$ cat config.mk
export PLATFORM = sky130hd
export DESIGN_NAME = ps2_key_decoder
export DESIGN_NICKNAME = d
export VERILOG_FILES = /design/src/rtl/ps2_key_decoder.sv
export SDC_FILE = /design/constraint.sdc
export NUM_CORES = 1
export LEC_CHECK = 0
export ABC_AREA = 1
export CAP_MARGIN = 20
export CORE_MARGIN = 2
export CORE_UTILIZATION = 63
export CTS_BUF_LIST = sky130_fd_sc_hd__clkbuf_2 sky130_fd_sc_hd__clkbuf_4 sky130_fd_sc_hd__clkbuf_8
export CTS_CLUSTER_DIAMETER = 80
export DETAILED_ROUTE_END_ITERATION = 10
export PLACE_DENSITY = 0.82
export SLEW_MARGIN = 20
export SYNTH_ARGS = -nofsm -noshare
export SYNTH_HDL_FRONTEND = slang
export SYNTH_SLANG_ARGS = --single-unit
$ cat constraint.sdc
create_clock -name CLOCK_50 -period 2.27 [get_ports CLOCK_50]
set_input_delay 0.454 -clock CLOCK_50 [delete_from_list [all_inputs] [get_ports CLOCK_50]]
set_output_delay 0.454 -clock CLOCK_50 [all_outputs]
set_load 0.005 [all_outputs]
$ cat src/rtl/ps2_key_decoder.sv
// PS/2 set-2 receiver and key-code decoder for the game core input stage.
// Optional PS2_GLITCH_FILTER_EN adds a stability filter on the synced PS2_CLK.
module ps2_key_decoder #(
   parameter int          TIMEOUT_CYCLES = 50000,
   parameter int          FILTER_LEN     = 8,
   parameter logic [4:0]  IDLE_CODE      = 5'd31
) (
   input  logic       CLOCK_50,
   input  logic       reset,
   input  logic       PS2_CLK,
   input  logic       PS2_DAT,
   output logic [4:0] KEY_PRESSED,
   output logic       key_valid,
   output logic       frame_err
);

   // state  | meaning
   // IDLE   | waiting for a start bit
   // DATA   | shifting in 8 data bits, LSB first
   // PARITY | waiting for the odd-parity bit
   // STOP   | waiting for the stop bit
   // DONE   | one cycle: check frame and decode the byte
   typedef enum logic [2:0] {
      S_IDLE, S_DATA, S_PARITY, S_STOP, S_DONE
   } state_t;

   localparam int TW = $clog2(TIMEOUT_CYCLES + 1);

   if (FILTER_LEN < 1) begin : g_filter_len_check
      $error("FILTER_LEN must be at least 1");
   end

   state_t          state, state_nxt;
   logic [1:0]      clk_sync, dat_sync;
   logic            clk_lvl, clk_prev, fall, dat_s;
   logic [TW-1:0]   tmr;
   logic [2:0]      bit_cnt;
   logic [7:0]      shift_reg;
   logic            par_bit, stop_bit;
   logic            ext_flag, brk_flag;
   logic            in_frame, timeout;
   logic            parity_ok;
   logic [5:0]      key_lut;
   logic            key_hit;
   logic [4:0]      key_code;

   always_ff @(posedge CLOCK_50) begin
      if (reset) begin
         clk_sync <= 2'b11;
         dat_sync <= 2'b11;
      end else begin
         clk_sync <= {clk_sync[0], PS2_CLK};
         dat_sync <= {dat_sync[0], PS2_DAT};
      end
   end

   assign dat_s = dat_sync[1];

`ifdef PS2_GLITCH_FILTER_EN
   localparam int FW = (FILTER_LEN > 1) ? $clog2(FILTER_LEN) : 1;
   logic [FW-1:0] flt_cnt;
   logic          clk_filt;

   // Level follows the synced clock only after FILTER_LEN differing samples in a row.
   always_ff @(posedge CLOCK_50) begin
      if (reset) begin
         clk_filt <= 1'b1;
         flt_cnt  <= '0;
      end else if (clk_sync[1] == clk_filt) begin
         flt_cnt  <= '0;
      end else if (flt_cnt == FW'(FILTER_LEN - 1)) begin
         clk_filt <= clk_sync[1];
         flt_cnt  <= '0;
      end else begin
         flt_cnt  <= flt_cnt + 1'b1;
      end
   end

   assign clk_lvl = clk_filt;
`else
   assign clk_lvl = clk_sync[1];
`endif

   always_ff @(posedge CLOCK_50) begin
      if (reset) clk_prev <= 1'b1;
      else       clk_prev <= clk_lvl;
   end

   assign fall      = clk_prev & ~clk_lvl;
   assign in_frame  = (state == S_DATA) || (state == S_PARITY) || (state == S_STOP);
   assign timeout   = in_frame && !fall && (tmr == '0);
   assign parity_ok = ^{par_bit, shift_reg};

   function automatic logic [5:0] lookup(input logic ext, input logic [7:0] b);
      logic [5:0] r;
      r = 6'd0;
      if (ext) begin
         case (b)
            8'h75:   r = {1'b1, 5'd0};
            8'h72:   r = {1'b1, 5'd1};
            8'h6B:   r = {1'b1, 5'd2};
            8'h74:   r = {1'b1, 5'd3};
            default: r = 6'd0;
         endcase
      end else begin
         case (b)
            8'h1D:   r = {1'b1, 5'd4};
            8'h1B:   r = {1'b1, 5'd5};
            8'h1C:   r = {1'b1, 5'd6};
            8'h23:   r = {1'b1, 5'd7};
            8'h43:   r = {1'b1, 5'd8};
            8'h42:   r = {1'b1, 5'd9};
            8'h3B:   r = {1'b1, 5'd10};
            8'h4B:   r = {1'b1, 5'd11};
            8'h75:   r = {1'b1, 5'd12};
            8'h73:   r = {1'b1, 5'd13};
            8'h6B:   r = {1'b1, 5'd14};
            8'h74:   r = {1'b1, 5'd15};
            8'h29:   r = {1'b1, 5'd16};
            default: r = 6'd0;
         endcase
      end
      return r;
   endfunction

   assign key_lut  = lookup(ext_flag, shift_reg);
   assign key_hit  = key_lut[5];
   assign key_code = key_lut[4:0];

   always_ff @(posedge CLOCK_50) begin
      if (reset) state <= S_IDLE;
      else       state <= state_nxt;
   end

   always_comb begin
      state_nxt = state;
      case (state)
         S_IDLE:   if (fall && !dat_s) state_nxt = S_DATA;
         S_DATA:   if (fall && bit_cnt == 3'd7) state_nxt = S_PARITY;
                   else if (timeout)            state_nxt = S_IDLE;
         S_PARITY: if (fall)                    state_nxt = S_STOP;
                   else if (timeout)            state_nxt = S_IDLE;
         S_STOP:   if (fall)                    state_nxt = S_DONE;
                   else if (timeout)            state_nxt = S_IDLE;
         S_DONE:   state_nxt = S_IDLE;
         default:  state_nxt = S_IDLE;
      endcase
   end

   always_ff @(posedge CLOCK_50) begin
      if (reset) begin
         tmr         <= '0;
         bit_cnt     <= 3'd0;
         shift_reg   <= 8'd0;
         par_bit     <= 1'b0;
         stop_bit    <= 1'b0;
         ext_flag    <= 1'b0;
         brk_flag    <= 1'b0;
         KEY_PRESSED <= IDLE_CODE;
         key_valid   <= 1'b0;
         frame_err   <= 1'b0;
      end else begin
         key_valid <= 1'b0;
         frame_err <= 1'b0;

         if (fall)                          tmr <= TW'(TIMEOUT_CYCLES);
         else if (in_frame && tmr != '0)    tmr <= tmr - 1'b1;

         case (state)
            S_IDLE: begin
               bit_cnt <= 3'd0;
               if (fall && dat_s) frame_err <= 1'b1;
            end
            S_DATA: if (fall) begin
               shift_reg <= {dat_s, shift_reg[7:1]};
               bit_cnt   <= bit_cnt + 3'd1;
            end
            S_PARITY: if (fall) par_bit  <= dat_s;
            S_STOP:   if (fall) stop_bit <= dat_s;
            S_DONE: begin
               if (!parity_ok || !stop_bit) begin
                  frame_err <= 1'b1;
                  ext_flag  <= 1'b0;
                  brk_flag  <= 1'b0;
               end else if (shift_reg == 8'hE0) begin
                  ext_flag <= 1'b1;
               end else if (shift_reg == 8'hF0) begin
                  brk_flag <= 1'b1;
               end else begin
                  ext_flag <= 1'b0;
                  brk_flag <= 1'b0;
                  if (key_hit) begin
                     if (brk_flag) begin
                        if (key_code == KEY_PRESSED) KEY_PRESSED <= IDLE_CODE;
                     end else if (key_code != KEY_PRESSED) begin
                        KEY_PRESSED <= key_code;
                        key_valid   <= 1'b1;
                     end
                  end
               end
            end
            default: ;
         endcase

         if (timeout) begin
            frame_err <= 1'b1;
            ext_flag  <= 1'b0;
            brk_flag  <= 1'b0;
         end
      end
   end

endmodule
==> flow_metrics.py, run 1 <==
metrics = {
    "setup_path": {
        "start_kind": "flip-flop",
        "worstSetupEndpoint": "KEY_PRESSED[4]",
        "worstPathRequired_ns": 2.50,
        "timing.rr.end": "KEY_PRESSED[4]",
        "crit_slowest_cell": "dfxtp_1",
        "cp.depth": 15,
        "rr_startpoint": "shift_reg[3]",
        "r2r_cells": 15,
        "path_class": "reg2reg",
        "reg2reg_slack_ns": 0.22,
        "startpoint": "shift_reg[3]",
        "path_max_fanout": 5,
        "path_delay_family": "simple AND/OR/NAND/NOR gates",
        "cp-end-kind": "flip-flop",
        "max_stage_delay_ns": 0.38,
        "critPathMostFrequentCell": "nand2_1",
        "path_buf_inv": 2,
        "crit_chain": "inv_1, ha_1, nand2_1, inv_1, nand2_1, nand2_1, nor2_2, nand2_1, nand3b_1, nand2_1, nor2_1, nand3_1, nand2_1, nand3_2, a21oi_1",
        "cp_data_arrival_time_ns": 2.28,
    },
    "detailed_routing": {
        "drt_iter0_drc": 109,
        "wl_met1_um": 2520,
        "dr_wl_met2_um": 2700,
        "detailroute.wirelength.met3_um": 154,
        "wl_per_cell_um": 11.8,
        "drt_wl_total_um": 5470,
        "drc": 0,
        "drtPass1Iterations": 4,
        "detail-route-antenna-nets": 0,
        "vias": 2507,
        "top_layer_used": "met4",
        "post_drt_via_cell_ratio": 5.40,
    },
    "sta": {
        "hold_viol": 0,
        "slew_headroom": 0.708,
        "final.min_clock_period_ns": 2.05,
        "period_share": 0.901,
        "fmax_mhz": 489,
        "fin_skew_ns": 0.0116,
        "tightest_slew_ns": 0.437,
        "final-setup-viol-count": 0,
        "slew_viol_final": 0,
    },
    "cts": {
        "cts_tree": "done",
        "path_clk_slew_ns": 0.08,
        "htreeDepth": 2,
        "cts_setup_buffers": 0,
        "clk_latency_ns": 0.30,
        "cts_buffer_depth": 2,
        "root_buffer": "clkbuf_8",
        "numCtsBuffers": 5,
        "clock_sinks": 46,
    },
    "yosys": {
        "synth-seq-area-share": 0.339,
        "syn_avg_cell_area_sq_um": 6.80,
        "synth_area_sq_mm": 0.00271,
        "synth_warnings": 0,
        "yosysUniqueCellTypes": 33,
        "ys_seq_elements": 46,
        "synth_nets": 421,
        "syn_inst": 399,
    },
    "finish": {
        "mostFrequentLayoutCells": "nand2_1, inv_1, nor2_1",
        "finalNetCount": 435,
        "layout-drive-gt1-share": 0.0870,
        "antenna_cells": 0,
        "largest_reg_flops": 16,
        "finalInstanceArea_sq_mm": 0.00297,
        "fill_cells": 336,
        "synthToLayoutAreaGrowth_pct": 9.59,
        "mostFrequentLayoutCell": "nand2_1",
    },
    "min_path": {
        "hp-class": "reg2reg",
    },
    "floorplanning": {
        "row_count": 23,
        "initial_utilization": 0.664,
        "core_sq_mm": 0.00409,
        "dieHeight_um": 69.6,
        "ios": 11,
        "die_w_um": 69.6,
        "die_area_sq_mm": 0.00485,
    },
    "place": {
        "place_congestion": 0.855,
        "dpl-instance-area_sq_mm": 0.00288,
        "place_hpwl_um": 4210,
        "io_buffer_count": 10,
    },
    "pwr": {
        "p_per_area_mw_per_mm2": 488,
        "ir_drop_mv": 0.351,
        "p_total_uw": 1450,
        "leakage_uw": 0.00143,
    },
    "global_route": {
        "grt_usage": 0.246,
        "antenna_found_initial": 0,
        "grt_pass1_vias": 2409,
        "overflow": 0,
        "grt_max_degree": 19,
        "grt_pass1_wl_um": 10100,
    },
    "run_status": {
        "status": "completed",
    },
    "job": {
        "drv_cap": 0,
    },
}
## timing repair
action	4_1_cts	5_1_grt
gates resized for setup	0	5
hold buffers	0	0
setup endpoints to repair	0	6
## Yosys cell counts
library cell | count | share of area
nor2_4 | 1 | 0.0041
buf_2 | 1 | 0.0018
inv_1 | 58 | 0.080
nand2_2 | 2 | 0.0046
clkbuf_1 | 5 | 0.0069
o22ai_1 | 1 | 0.0023
nand3_2 | 1 | 0.0037
nor2_2 | 6 | 0.014
inv_2 | 1 | 0.0014
a211oi_1 | 1 | 0.0028
nand3b_1 | 1 | 0.0028
xor2_1 | 5 | 0.016
a21oi_1 | 31 | 0.057
nor2_1 | 51 | 0.071
nand2_1 | 81 | 0.11
o21ai_0 | 22 | 0.041
o21ai_4 | 1 | 0.0060
xnor2_1 | 4 | 0.013
a31oi_1 | 3 | 0.0069
o211ai_1 | 3 | 0.0083
nand3_1 | 24 | 0.044
nor3_2 | 2 | 0.0074
ha_1 | 18 | 0.083
a22oi_1 | 1 | 0.0028
nand4_1 | 9 | 0.021
or2_2 | 4 | 0.0092
o21ai_1 | 3 | 0.0055
a311oi_1 | 1 | 0.0032
o211ai_2 | 1 | 0.0046
nor3b_2 | 1 | 0.0046
dfxtp_1 | 46 | 0.34
o211a_1 | 1 | 0.0037
nor3_1 | 9 | 0.017
## metal layers
metal / global-route usage / up-vias
li1: - / 1314
met1: 0.300 / 1134
met2: 0.440 / 49
met3: 0.0378 / 10
met4: 0.0855 / 0
met5: 0 / -
## power breakdown
| part | switching (uW) | leakage, uW | internal, uW |
|---|---|---|---|
| logic | 72.6 | 0.00101 | 45.0 |
| registers | 12.8 | 0.000374 | 820 |
| clock network | 272 | 0.0000486 | 229 |
## how the worst min path moves through the flow
stage / from / endpoint / slack [ns] / cells past startpoint
floorplan: clk_sync[0] / clk_sync[1] / 0.39 / 1
global placement: dat_sync[0] / dat_sync[1] / 0.39 / 1
detailed placement: clk_sync[0] / clk_sync[1] / 0.40 / 1
CTS: clk_sync[0] / clk_sync[1] / 0.42 / 1
global route: dat_sync[0] / dat_sync[1] / 0.44 / 1
finish: clk_sync[0] / clk_sync[1] / 0.42 / 1
## cell families (layout without fill, tap and decap cells)
kind of cell               count (synthesis)  in the layout  share of synthesized area
and+or+nand+nor                          192            192                      0.314
AOI/OAI and AO/OA                         69             69                      0.144
buffers and inverters                     65             80                     0.0904
DFF                                       46             46                      0.339
adders and majority gates                 18             18                     0.0830
xor gates and xnor gates                   9              9                     0.0290
## stage by stage
stage	hold WS, ns	TNS [ns]	utilization	std cells	setup WS, ns
floorplan	0.389	0	-	399	0.475
global placement	0.392	0	0.704	456	0.293
detailed placement	0.398	0	0.704	456	0.206
CTS	0.420	0	0.726	464	0.184
global route	0.441	-0.0235	0.728	464	-0.0235
finish	0.416	0	0.728	464	0.225
## layout make-up
class                      count  area (sq um)  share of cell area
tap                           50          62.6              0.0210
multi-input combinational    288          1550               0.522
clock buffer                   6          76.3              0.0257
inverter                      59           221              0.0745
sequential                    46           925               0.311
clock inverter                 2          13.8             0.00463
timing repair buffer          13           123              0.0412
Power figures use the tool's default switching activity.
==> run 2, diff against run 1 <==
CTS_CLUSTER_SIZE = 30   (was not set)
REMOVE_ABC_BUFFERS = 1   (was not set)
==> run 2 against run 1 <==
Against the previous run: register-to-register slack worse by 0.09 ns; sequential power hardly changed; fmax is 4.2% lower; cell count rose by 0.43%; clock skew fell by 0.0045 ns; worst setup slack got worse by 0.090 ns; clock power rose by 24%; first-iteration DRC count increased by 45%; global-route usage increased by 0.95 points.
==> flow_metrics.py, run 2 (synthesized netlist as in run 1, its figures left out) <==
metrics = {
    "setup_path": {
        "rr_startpoint": "shift_reg[2]",
        "max_stage_delay_ns": 0.34,
        "start_kind": "flip-flop",
        "reg2reg_slack_ns": 0.14,
        "path_max_fanout": 5,
        "path_class": "reg2reg",
        "worstPathRequired_ns": 2.49,
        "critPathMostFrequentCell": "nand2_1",
        "crit_chain": "inv_1, ha_1, nand4_1, buf_4, nand2_1, nor2_1, nand2_1, nand2_1, nand2_1, nand2_1, nor2_1, nand3_1, nand2_1, nand3_2, a21oi_1",
        "timing.rr.end": "KEY_PRESSED[2]",
        "crit_slowest_cell": "dfxtp_2",
        "cp-end-kind": "flip-flop",
        "cp_data_arrival_time_ns": 2.36,
        "r2r_cells": 15,
    },
    "finish": {
        "mostFrequentLayoutCell": "nand2_1",
        "largest_reg_flops": 16,
        "layout-drive-gt1-share": 0.0986,
        "antenna_cells": 0,
        "synthToLayoutAreaGrowth_pct": 11.4,
        "mostFrequentLayoutCells": "nand2_1, inv_1, nor2_1",
        "finalNetCount": 438,
        "fill_cells": 339,
        "instances_no_fill": 466,
    },
    "min_path": {
        "whs_path_depth": 1,
        "hp-start": "clk_sync[0]",
        "hp-class": "reg2reg",
        "hold_path_end": "clk_sync[1]",
    },
    "detailed_routing": {
        "drtPass1Iterations": 5,
        "vias": 2586,
        "detail-route-antenna-nets": 0,
        "wl_per_cell_um": 12.7,
        "post_drt_via_cell_ratio": 5.55,
        "drc": 0,
        "drt_wl_total_um": 5920,
        "drt_iter0_drc": 158,
    },
    "sta": {
        "fin_hold_ws_ns": 0.405,
        "worst_slack_ns": 0.135,
        "final.min_clock_period_ns": 2.13,
        "slew_viol_final": 0,
        "final-setup-viol-count": 0,
        "period_share": 0.940,
        "hold_viol": 0,
        "rsz0062_at_grt": "yes",
        "tightest_slew_ns": 0.465,
        "fmax_mhz": 468,
        "tns_ns": 0,
        "fin_skew_ns": 0.00705,
        "slew_headroom": 0.689,
    },
    "floorplanning": {
        "core_sq_mm": 0.00409,
        "ios": 11,
        "die_area_sq_mm": 0.00485,
        "initial_utilization": 0.664,
        "dieHeight_um": 69.6,
        "row_count": 23,
        "die_w_um": 69.6,
    },
    "cts": {
        "numCtsBuffers": 5,
        "cts_tree": "done",
        "cts_buffer_depth": 2,
        "clock_sinks": 46,
        "cts_hold_buffers": 0,
        "path_clk_slew_ns": 0.08,
        "htreeDepth": 2,
        "root_buffer": "clkbuf_8",
        "clk_latency_ns": 0.30,
    },
    "global_route": {
        "overflow": 0,
        "use_met2": 0.451,
        "grtUsageMet1": 0.306,
        "grt_pass1_wl_um": 10200,
        "use_met3": 0.0465,
        "grt_max_degree": 19,
        "antenna_found_initial": 0,
        "busiest_layer": "met2",
        "grt_pass1_vias": 2454,
        "grt_usage": 0.256,
    },
    "place": {
        "placed_cells": 457,
        "place_hpwl_um": 4330,
        "dp_slack_ns": 0.171,
        "place_congestion": 0.908,
        "io_buffer_count": 10,
    },
    "pwr": {
        "ir_drop_mv": 0.441,
        "p_per_area_mw_per_mm2": 521,
        "p_total_uw": 1580,
        "leakage_uw": 0.00146,
    },
    "run_status": {
        "status": "completed",
    },
    "job": {
        "drv_cap": 0,
    },
}
[run 2: cell count changes in the layout (fill, tap and decap cells not counted), sizes merged]
cell and change:
buf +3, clkinv -2, bufinv +1
[run 2: timing repair]
item / CTS / global route
resized for setup: 0 / 8
endpoints found under the hold margin: 0 / 0
setup endpoints to repair: 0 / 6
setup buffers: 0 / 2
[run 2: worst max-delay path, delay by kind of cell (launching register included)]
kind                     cells  cell delay (ns)
AO/OA/AOI/OAI                1             0.19
adder cells (fa/ha/maj)      1             0.23
buffers and inverters        2             0.30
flip-flops                   1             0.34
AND/OR/NAND/NOR             11             1.00
[run 2: worst max path at each step]
stage / cells after the start / slack (ns) / endpoint / startpoint
6_report: 15 / 0.14 / KEY_PRESSED[2] / shift_reg[2]
5_1_grt: 15 / -0.03 / KEY_PRESSED[2] / shift_reg[2]
4_1_cts: 11 / 0.15 / KEY_PRESSED[2] / shift_reg[6]
3_5_place_dp: 11 / 0.17 / KEY_PRESSED[2] / shift_reg[6]
3_3_place_gp: 11 / 0.26 / KEY_PRESSED[2] / shift_reg[6]
2_1_floorplan: 11 / 0.47 / KEY_PRESSED[0] / shift_reg[4]
[run 2: layer usage]
metal,vias up,part of all wire
met5,-,0
met4,0,0.017
met3,11,0.048
met2,85,0.48
met1,1168,0.45
li1,1322,-
[run 2: cell type report]
cell class,count,area [sq um],share of cell area
clock buffers,6,82.6,0.0273
repair buffers,16,145,0.0480
multi-input cells,288,1560,0.514
well taps,50,62.6,0.0207
inverters,59,221,0.0732
clock inverters,1,30.0,0.00993
flip-flops and latches,46,927,0.307
[run 2: stage by stage]
stage / cell area (sq um) / util
global placement: 2880 / 0.705
detailed placement: 2880 / 0.705
floorplan: 2690 / -
CTS: 3000 / 0.733
finish: 3020 / 0.740
global route: 3020 / 0.740
[run 2: power by group]
group          leakage (uW)  switching (uW)  internal (uW)
logic               0.00102            77.4           46.2
clock network     0.0000573             267            352
registers          0.000375            12.6            819
==> run 3, diff against run 2 <==
CORE_UTILIZATION = 60   (was 63)
CTS_BUF_LIST = not set   (was sky130_fd_sc_hd__clkbuf_2 sky130_fd_sc_hd__clkbuf_4 sky130_fd_sc_hd__clkbuf_8)
PLACE_DENSITY = 0.79   (was 0.82)
==> run 3 against run 2 <==
Against the previous run: via count fell by 2.4%; critical path depth unchanged; cell area is 0.83% lower; fmax grew 4.1%; worst setup slack improved by 0.084 ns; highest routed layer unchanged; clock skew fell by 0.0032 ns; critical path type unchanged; wire length is 7.4% lower; sequential power barely moved; total power shrank 7.4%.
==> flow_metrics.py, run 3 (synthesized netlist as in run 1, its figures left out) <==
metrics = {
    "run_status": {
        "status": "completed",
    },
    "setup_path": {
        "crit_slowest_cell": "dfxtp_1",
        "start_kind": "flip-flop",
        "worstPathRequired_ns": 2.50,
        "cp_data_arrival_time_ns": 2.28,
        "cp-end-kind": "flip-flop",
        "path_class": "reg2reg",
        "path_max_fanout": 5,
        "crit_chain": "inv_1, ha_1, nand2_1, inv_1, nand2_1, nand2_1, nor2_1, nand2_1, nand3b_1, nand2_1, nor2_1, nand3_1, nand2_1, nand3_2, a21oi_1",
        "critPathMostFrequentCell": "nand2_1",
        "max_stage_delay_ns": 0.39,
    },
    "cts": {
        "cts_tree": "done",
        "numCtsBuffers": 5,
        "clock_sinks": 46,
        "htreeDepth": 2,
        "clk_latency_ns": 0.30,
        "path_clk_slew_ns": 0.08,
        "root_buffer": "clkbuf_8",
        "cts_buffer_depth": 2,
    },
    "pwr": {
        "leakage_uw": 0.00144,
        "ir_drop_mv": 0.403,
        "power.switching_uw": 346,
        "power_switching_share": 0.237,
        "intPower_uw": 1110,
        "power_frac_comb": 0.083,
        "p_clk_frac": 0.346,
        "p_seq_frac": 0.571,
        "p_per_area_mw_per_mm2": 486,
        "p_total_uw": 1460,
    },
    "place": {
        "place_hpwl_um": 4280,
        "dpl-instance-area_sq_mm": 0.00289,
        "place_congestion": 0.903,
        "placed_cells": 460,
        "io_buffer_count": 10,
    },
    "global_route": {
        "grt_pass1_wl_um": 10100,
        "grt_pass1_vias": 2421,
        "grt_max_degree": 19,
        "overflow": 0,
        "grt_usage": 0.241,
        "antenna_found_initial": 0,
    },
    "job": {
        "drv_cap": 0,
    },
    "detailed_routing": {
        "vias": 2524,
        "drc": 0,
        "wl_per_cell_um": 11.7,
        "drtPass1Iterations": 4,
        "post_drt_via_cell_ratio": 5.39,
        "drt_iter0_drc": 76,
        "drt_wl_total_um": 5480,
        "detail-route-antenna-nets": 0,
    },
    "sta": {
        "period_share": 0.904,
        "tightest_slew_ns": 0.346,
        "fin_hold_ws_ns": 0.417,
        "slew_headroom": 0.768,
        "final-setup-viol-count": 0,
        "fin_skew_ns": 0.00388,
        "fmax_mhz": 488,
        "slew_viol_final": 0,
        "final.min_clock_period_ns": 2.05,
        "hold_viol": 0,
    },
    "floorplanning": {
        "ios": 11,
        "row_count": 24,
        "die_area_sq_mm": 0.00508,
        "die_w_um": 71.3,
        "dieHeight_um": 71.3,
        "initial_utilization": 0.623,
        "core_sq_mm": 0.00435,
    },
    "finish": {
        "postLayoutCoreUtil": 0.689,
        "synthToLayoutAreaGrowth_pct": 10.5,
        "finalInstanceArea_sq_mm": 0.00300,
        "fill_cells": 380,
        "antenna_cells": 0,
        "mostFrequentLayoutCells": "nand2_1, inv_1, nor2_1",
        "instances_no_fill": 468,
        "finalNetCount": 437,
        "largest_reg_flops": 16,
        "mostFrequentLayoutCell": "nand2_1",
        "layout-drive-gt1-share": 0.0938,
    },
    "min_path": {
        "hp-class": "reg2reg",
    },
}
run 3: cell types whose count changed in the layout (fill, tap and decap cells not counted), sizes merged:
cell	change
buf	-1
bufinv	-1
clkbuf	+1
clkinv	+1
run 3: path summary, 6_finish.rpt:
kind / from / end / slack (ns) / cells past startpoint
setup reg to reg: shift_reg[6] / KEY_PRESSED[1] / 0.22 / 15
hold reg to reg: dat_sync[0] / dat_sync[1] / 0.42 / 1
hold / removal: dat_sync[0] / dat_sync[1] / 0.42 / 1
setup / recovery: shift_reg[6] / KEY_PRESSED[1] / 0.22 / 15
run 3: layer usage:
layer,up-vias,part of all wire,global-route usage
met5,-,0,0
met4,0,0.019,0.101
met3,13,0.042,0.0478
met2,59,0.48,0.407
met1,1130,0.45,0.300
li1,1322,-,-
run 3: power groups by stage:
stage,Clock (uW),Sequential (uW),Combinational (uW)
after floorplan,0,848,86.5
after global routing,558,834,140
after global placement,0,850,119
after CTS,522,832,122
final,505,832,121
after detailed placement,0,851,122
run 3: through the flow:
step | worst slack (ns) | TNS, ns
finish | 0.219 | 0
global route | -0.000237 | -0.000237
CTS | 0.198 | 0
detailed placement | 0.217 | 0
global placement | 0.275 | 0
floorplan | 0.475 | 0
run 3: repair_timing:
| item | 4_1_cts | 5_1_grt |
|---|---|---|
| hold buffers | 0 | 0 |
| gates resized for setup | 0 | 8 |
| endpoints found under the setup margin | 0 | 6 |
| hold endpoints to repair | 0 | 0 |
| buffers inserted | 0 | 0 |
run 3: final cells by class:
cell class	instances	area [sq um]	area share
clock inverter	1	5.00	0.00167
multi-input combinational	288	1560	0.520
clock buffer	7	86.3	0.0288
inverter	59	221	0.0738
tap	52	65.1	0.0217
sequential	46	925	0.308
timing repair buffer	15	138	0.0459
run 3: worst max-delay path, delay by kind of cell (launching register included):
kind	cells	cell delay [ns]
AO/OA/AOI/OAI	1	0.15
adder cells (fa/ha/maj)	1	0.24
buffers and inverters	2	0.14
flip-flops	1	0.39
AND/OR/NAND/NOR	11	1.06
==> patch 1 (settings of run 3) <==
Put one more register stage on the output `key_valid`, with the module's reset. The value now appears one clock later. The other outputs are not delayed to match.
--- a/src/rtl/ps2_key_decoder.sv
+++ b/src/rtl/ps2_key_decoder.sv
@@ -25,6 +25,8 @@
    } state_t;
 
    localparam int TW = $clog2(TIMEOUT_CYCLES + 1);
+
+   logic key_valid_s0;
 
    if (FILTER_LEN < 1) begin : g_filter_len_check
       $error("FILTER_LEN must be at least 1");
@@ -157,10 +159,10 @@
          ext_flag    <= 1'b0;
          brk_flag    <= 1'b0;
          KEY_PRESSED <= IDLE_CODE;
-         key_valid   <= 1'b0;
+         key_valid_s0 <= 1'b0;
          frame_err   <= 1'b0;
       end else begin
-         key_valid <= 1'b0;
+         key_valid_s0 <= 1'b0;
          frame_err <= 1'b0;
 
          if (fall)                          tmr <= TW'(TIMEOUT_CYCLES);
@@ -194,7 +196,7 @@
                         if (key_code == KEY_PRESSED) KEY_PRESSED <= IDLE_CODE;
                      end else if (key_code != KEY_PRESSED) begin
                         KEY_PRESSED <= key_code;
-                        key_valid   <= 1'b1;
+                        key_valid_s0 <= 1'b1;
                      end
                   end
                end
@@ -210,4 +212,12 @@
       end
    end
 
+   always_ff @(posedge CLOCK_50) begin
+      if (reset) begin
+         key_valid <= '0;
+      end else begin
+         key_valid <= key_valid_s0;
+      end
+   end
+
 endmodule
Formal check against the unedited RTL: same outputs for any inputs over 10 cycles, from zero or initial values and one cycle with reset high; that may be too few to reach the edited logic, so the function may still have changed.
==> patch 1 against run 3 <==
Via count increased by 2.1%; final cell count increased by 0.64%; clock skew up 3.4 ps; die area grew 0.87%; worst setup slack worse by 100 ps; largest cell class unchanged; sequential cell count increased by 1; wire length up 8.1%; design area increased by 5.0%; core utilization rose by 3.0 points; combinational power is 7% lower; total power grew 2.4%; synthesized area is 0.92% higher.
==> patch 1: results (changes against run 3) <==
run_status:
  status: "finished clean"  # unchanged
synthesis:
  synth_compound_area_share_pct: 12.70  # was 14.38%
  synth_adder_area_share_pct: 8.223  # was 8.299%
  synth_common_cells: "nand2_1 (81), inv_1 (54), nor2_1 (51)"  # was nand2_1 (81), inv_1 (58), nor2_1 (51)
  synth_seq_area_share_pct: 34.35  # was 33.93%
  synth.area.top_cells: "dfxtp_1 (34%), nand2_1 (11%), ha_1 (8.2%)"  # was dfxtp_1 (34%), nand2_1 (11%), ha_1 (8.3%)
  synth-xor-area-share_pct: 1.919  # was 2.905%
  yosys-mux-area-fraction_pct: 0  # unchanged
power_and_ir_drop:
  switching_share_pct: 24.36  # was 23.72%
  powerClk_uw: 532  # was 505 uW
  p_comb_uw: 113  # was 121 uW
  ir_drop_uv: 404.6  # was 403.0 uV
  p_leak_uw: 0.001445  # was 0.001443 uW
  powerSeq_uw: 848  # was 832 uW
place:
  dp_slack_ps: 62.82  # was 216.9 ps
  placed_area_sq_um: 2917  # was 2893 sq um
  dp.cells: 461  # was 460
  place_congestion: 0.9105  # was 0.9027
  dp_hpwl_mm: 4.355  # was 4.283 mm
worst_setup_path:
  cp_max_fo: 4  # was 5
  slowest_stage: "dfxtp_2"  # was dfxtp_1
  slowest_delay_ps: 350  # was 390 ps
finish:
  num-fill-cells: 368  # was 380
  final_nets: 440  # was 437
  antenna_cells: 0  # unchanged
  drive_above_1_share_pct: 17.42  # was 9.375%
  multi_input_area_sq_um: 1665  # was 1559 sq um
route:
  drt-met1-wl_mm: 2.568  # was 2.487 mm
  num_vias: 2578  # was 2524
  vias_per_cell: 5.473  # was 5.393
  wl_mm: 5.921  # was 5.478 mm
  drt_iter0_drc: 90  # was 76
  wl_met3_um: 160  # was 232 um
timing:
  fin_skew_ps: 7.238  # was 3.879 ps
  slew_headroom_pct: 72.80  # was 76.84%
global_routing:
  track_usage_pct: 24.50  # was 24.11%
  grt_max_degree: 18  # was 19
  gr-usage-met1_pct: 27.81  # was 30.04%
  use_met3_pct: 4.641  # was 4.782%
  grt_pass1_wl_mm: 10.14  # was 10.09 mm
  met2_usage_pct: 45.68  # was 40.74%
clock_tree:
  cts-root-buf: "clkbuf_8"  # unchanged
  htreeDepth: 2  # unchanged
[patch 1: cell types whose count changed after synthesis, moves of 3 or more]
cell and change:
a21oi_1 -4, inv_2 +5, o21ai_0 -4, inv_1 -4, nand3_1 +5, clkbuf_1 -3
[patch 1: final cells by class]
cell class | count | area share, %
Sequential cell | 47 | 30.08
Inverter | 61 | 7.350
Timing Repair Buffer | 16 | 4.609
Multi-Input combinational cell | 287 | 52.88
Tap cell | 52 | 2.066
Clock inverter | 1 | 0.2781
Clock buffer | 7 | 2.741
[patch 1: path summary, 6_finish.rpt]
| kind | startpoint | endpoint | slack, ps | cells past startpoint |
|---|---|---|---|---|
| setup / recovery | shift_reg[2] | KEY_PRESSED[4] | 120 | 13 |
| hold / removal | key_valid_s0 | key_valid | 410 | 2 |
| hold reg to reg | key_valid_s0 | key_valid | 410 | 2 |
| setup reg to reg | shift_reg[2] | KEY_PRESSED[4] | 120 | 13 |
==> patch 2 (config.mk and constraints of run 3) <==
Without the edit above. Add a define of `PS2_GLITCH_FILTER_EN`.
--- a/src/rtl/ps2_key_decoder.sv
+++ b/src/rtl/ps2_key_decoder.sv
@@ -1,5 +1,7 @@
 // PS/2 set-2 receiver and key-code decoder for the game core input stage.
 // Optional PS2_GLITCH_FILTER_EN adds a stability filter on the synced PS2_CLK.
+`define PS2_GLITCH_FILTER_EN
+
 module ps2_key_decoder #(
    parameter int          TIMEOUT_CYCLES = 50000,
    parameter int          FILTER_LEN     = 8,
Behaviour: not the same (a bounded check fails within 4 cycles, from zero or initial values and one cycle with reset high).
==> patch 2 against run 3 <==
Design area rose by 9.9%; count of clock-buffer cells in the layout decreased by 2; first-iteration DRC count decreased by 7.9%; sequential share of layout area is 0.32 points lower; sequential cell count grew 4; core utilization rose by 0.46 points; worst setup slack got worse by 14 ps; synthesized area grew 10%; wire length is 4.3% higher.
Power is not compared: it rests on default switching activity, and its combinational part moved more than twofold at a synthesized area within 25%.
==> patch 2: results (changes against run 3) <==
global_routing:
  track_usage_pct: 23.01  # was 24.11%
  grt_pass1_vias: 2497  # was 2421
  grt_pass1_wl_mm: 10.12  # was 10.09 mm
  antenna_found_initial: 0  # unchanged
  grt_max_degree: 17  # was 19
worst_setup_path:
  crit_family: "simple AND/OR/NAND/NOR gates"  # unchanged
  r2r_cells: 14  # was 15
  regToRegSetupSlack_ps: 210
  slowest_delay_ps: 410  # was 390 ps
  cp_max_fo: 6  # was 5
  slowest_stage: "dfxtp_1"  # unchanged
  worstPathArrival_ps: 2250  # was 2280 ps
synthesis:
  synth_flop_cell: "dfxtp_1"  # unchanged
  synthArstFlopShare_pct: 0  # unchanged
  synth_seq_area_share_pct: 33.40  # was 33.93%
  syn_inst: 411  # was 399
  synth.area.top_cells: "dfxtp_1 (33%), nand2_1 (9.5%), ha_1 (8.4%)"  # was dfxtp_1 (34%), nand2_1 (11%), ha_1 (8.3%)
  yosysUniqueCellTypes: 41  # was 33
  synth_common_cells: "nand2_1 (76), dfxtp_1 (50), inv_1 (50)"  # was nand2_1 (81), inv_1 (58), nor2_1 (51)
  ys.warnings.count: 0  # unchanged
min_path:
  hold_class: "flip-flop to flip-flop"  # unchanged
  holdPathStages: 1  # unchanged
clock_tree:
  cts_made_buffers: 5  # unchanged
  postCtsHoldBufs: 0  # unchanged
  cts-root-buf: "clkbuf_8"  # unchanged
  htreeDepth: 2  # unchanged
  clk_path_buf_depth: 2  # unchanged
place:
  port_buffers: 10  # unchanged
  dp_hpwl_mm: 4.589  # was 4.283 mm
  place_congestion: 1.024  # was 0.9027
  dp.cells: 489  # was 460
  placed_area_sq_um: 3206  # was 2893 sq um
power_and_ir_drop:
  p_leak_uw: 0.001509
timing:
  worst_hold_slack_ps: 417.4  # was 416.6 ps
  worst-slew-pin-transition_ps: 362.7  # was 346.2 ps
  fin_skew_ps: 3.426  # was 3.879 ps
route:
  drtPass1Iterations: 4  # unchanged
  drt_iter0_drc: 70  # was 76
  num_vias: 2623  # was 2524
  wl_mm: 5.716  # was 5.478 mm
finish:
  drive_above_1_share_pct: 16.08  # was 9.375%
  finish.cell_count_without_fillers: 496  # was 468
  final_nets: 453  # was 437
  largest_reg_flops: 16  # unchanged
run_status:
  status: "finished clean"  # unchanged
## patch 2: layout make-up
type,count,area (sq um)
multi-input cells,296,1750
fillers,402,1458
flip-flops and latches,50,1006
inverters,60,227.7
repair buffers,16,145.1
well taps,67,83.83
clock buffers,5,68.82
clock inverters,2,15.01
## patch 2: stage by stage
stage	total power, uW	utilization (%)	setup slack (ps)
detailed placement	934.1	67.42	178.4
floorplan	914.0	-	398.0
CTS	1425	69.18	164.5
global placement	933.2	67.42	217.7
finish	1410	69.34	205.4
global route	1455	69.34	0.8680
## patch 2: path summary, 6_finish.rpt
kind                start        endpoint
max          shift_reg[1]  KEY_PRESSED[4]
min           clk_sync[0]     clk_sync[1]
min reg2reg   clk_sync[0]     clk_sync[1]
max reg2reg  shift_reg[1]  KEY_PRESSED[4]
## patch 2: report_power, final
part	switching, uW	internal [uW]
Clock	286	211
Combinational	17.8	13.5
Sequential	1.99	880
## patch 2: layer usage
| layer | up-vias | wire [um] | part of all wire [%] | global-route usage [%] |
|---|---|---|---|---|
| met1 | 1188 | 2528 | 44 | 27.23 |
| met2 | 57 | 2884 | 50 | 42.28 |
| met4 | 0 | 103 | 1.8 | 7.540 |
| met5 | - | 0 | 0 | 0 |
| li1 | 1365 | - | - | - |
| met3 | 13 | 199 | 3.5 | 3.748 |
## patch 2: kinds of logic after synthesis
logic type | Yosys count | synth area share [%]
simple gates | 207 | 36.62
buf+inv | 65 | 8.267
fa+ha+maj | 20 | 8.351
compound gates | 62 | 11.32
flops | 50 | 33.40
xor+xnor | 7 | 2.046
## patch 2: repair_timing
item / 4_1_cts / 5_1_grt
hold endpoints to repair: 0 / 0
resized for setup: 0 / 5
setup endpoints to repair: 0 / 5
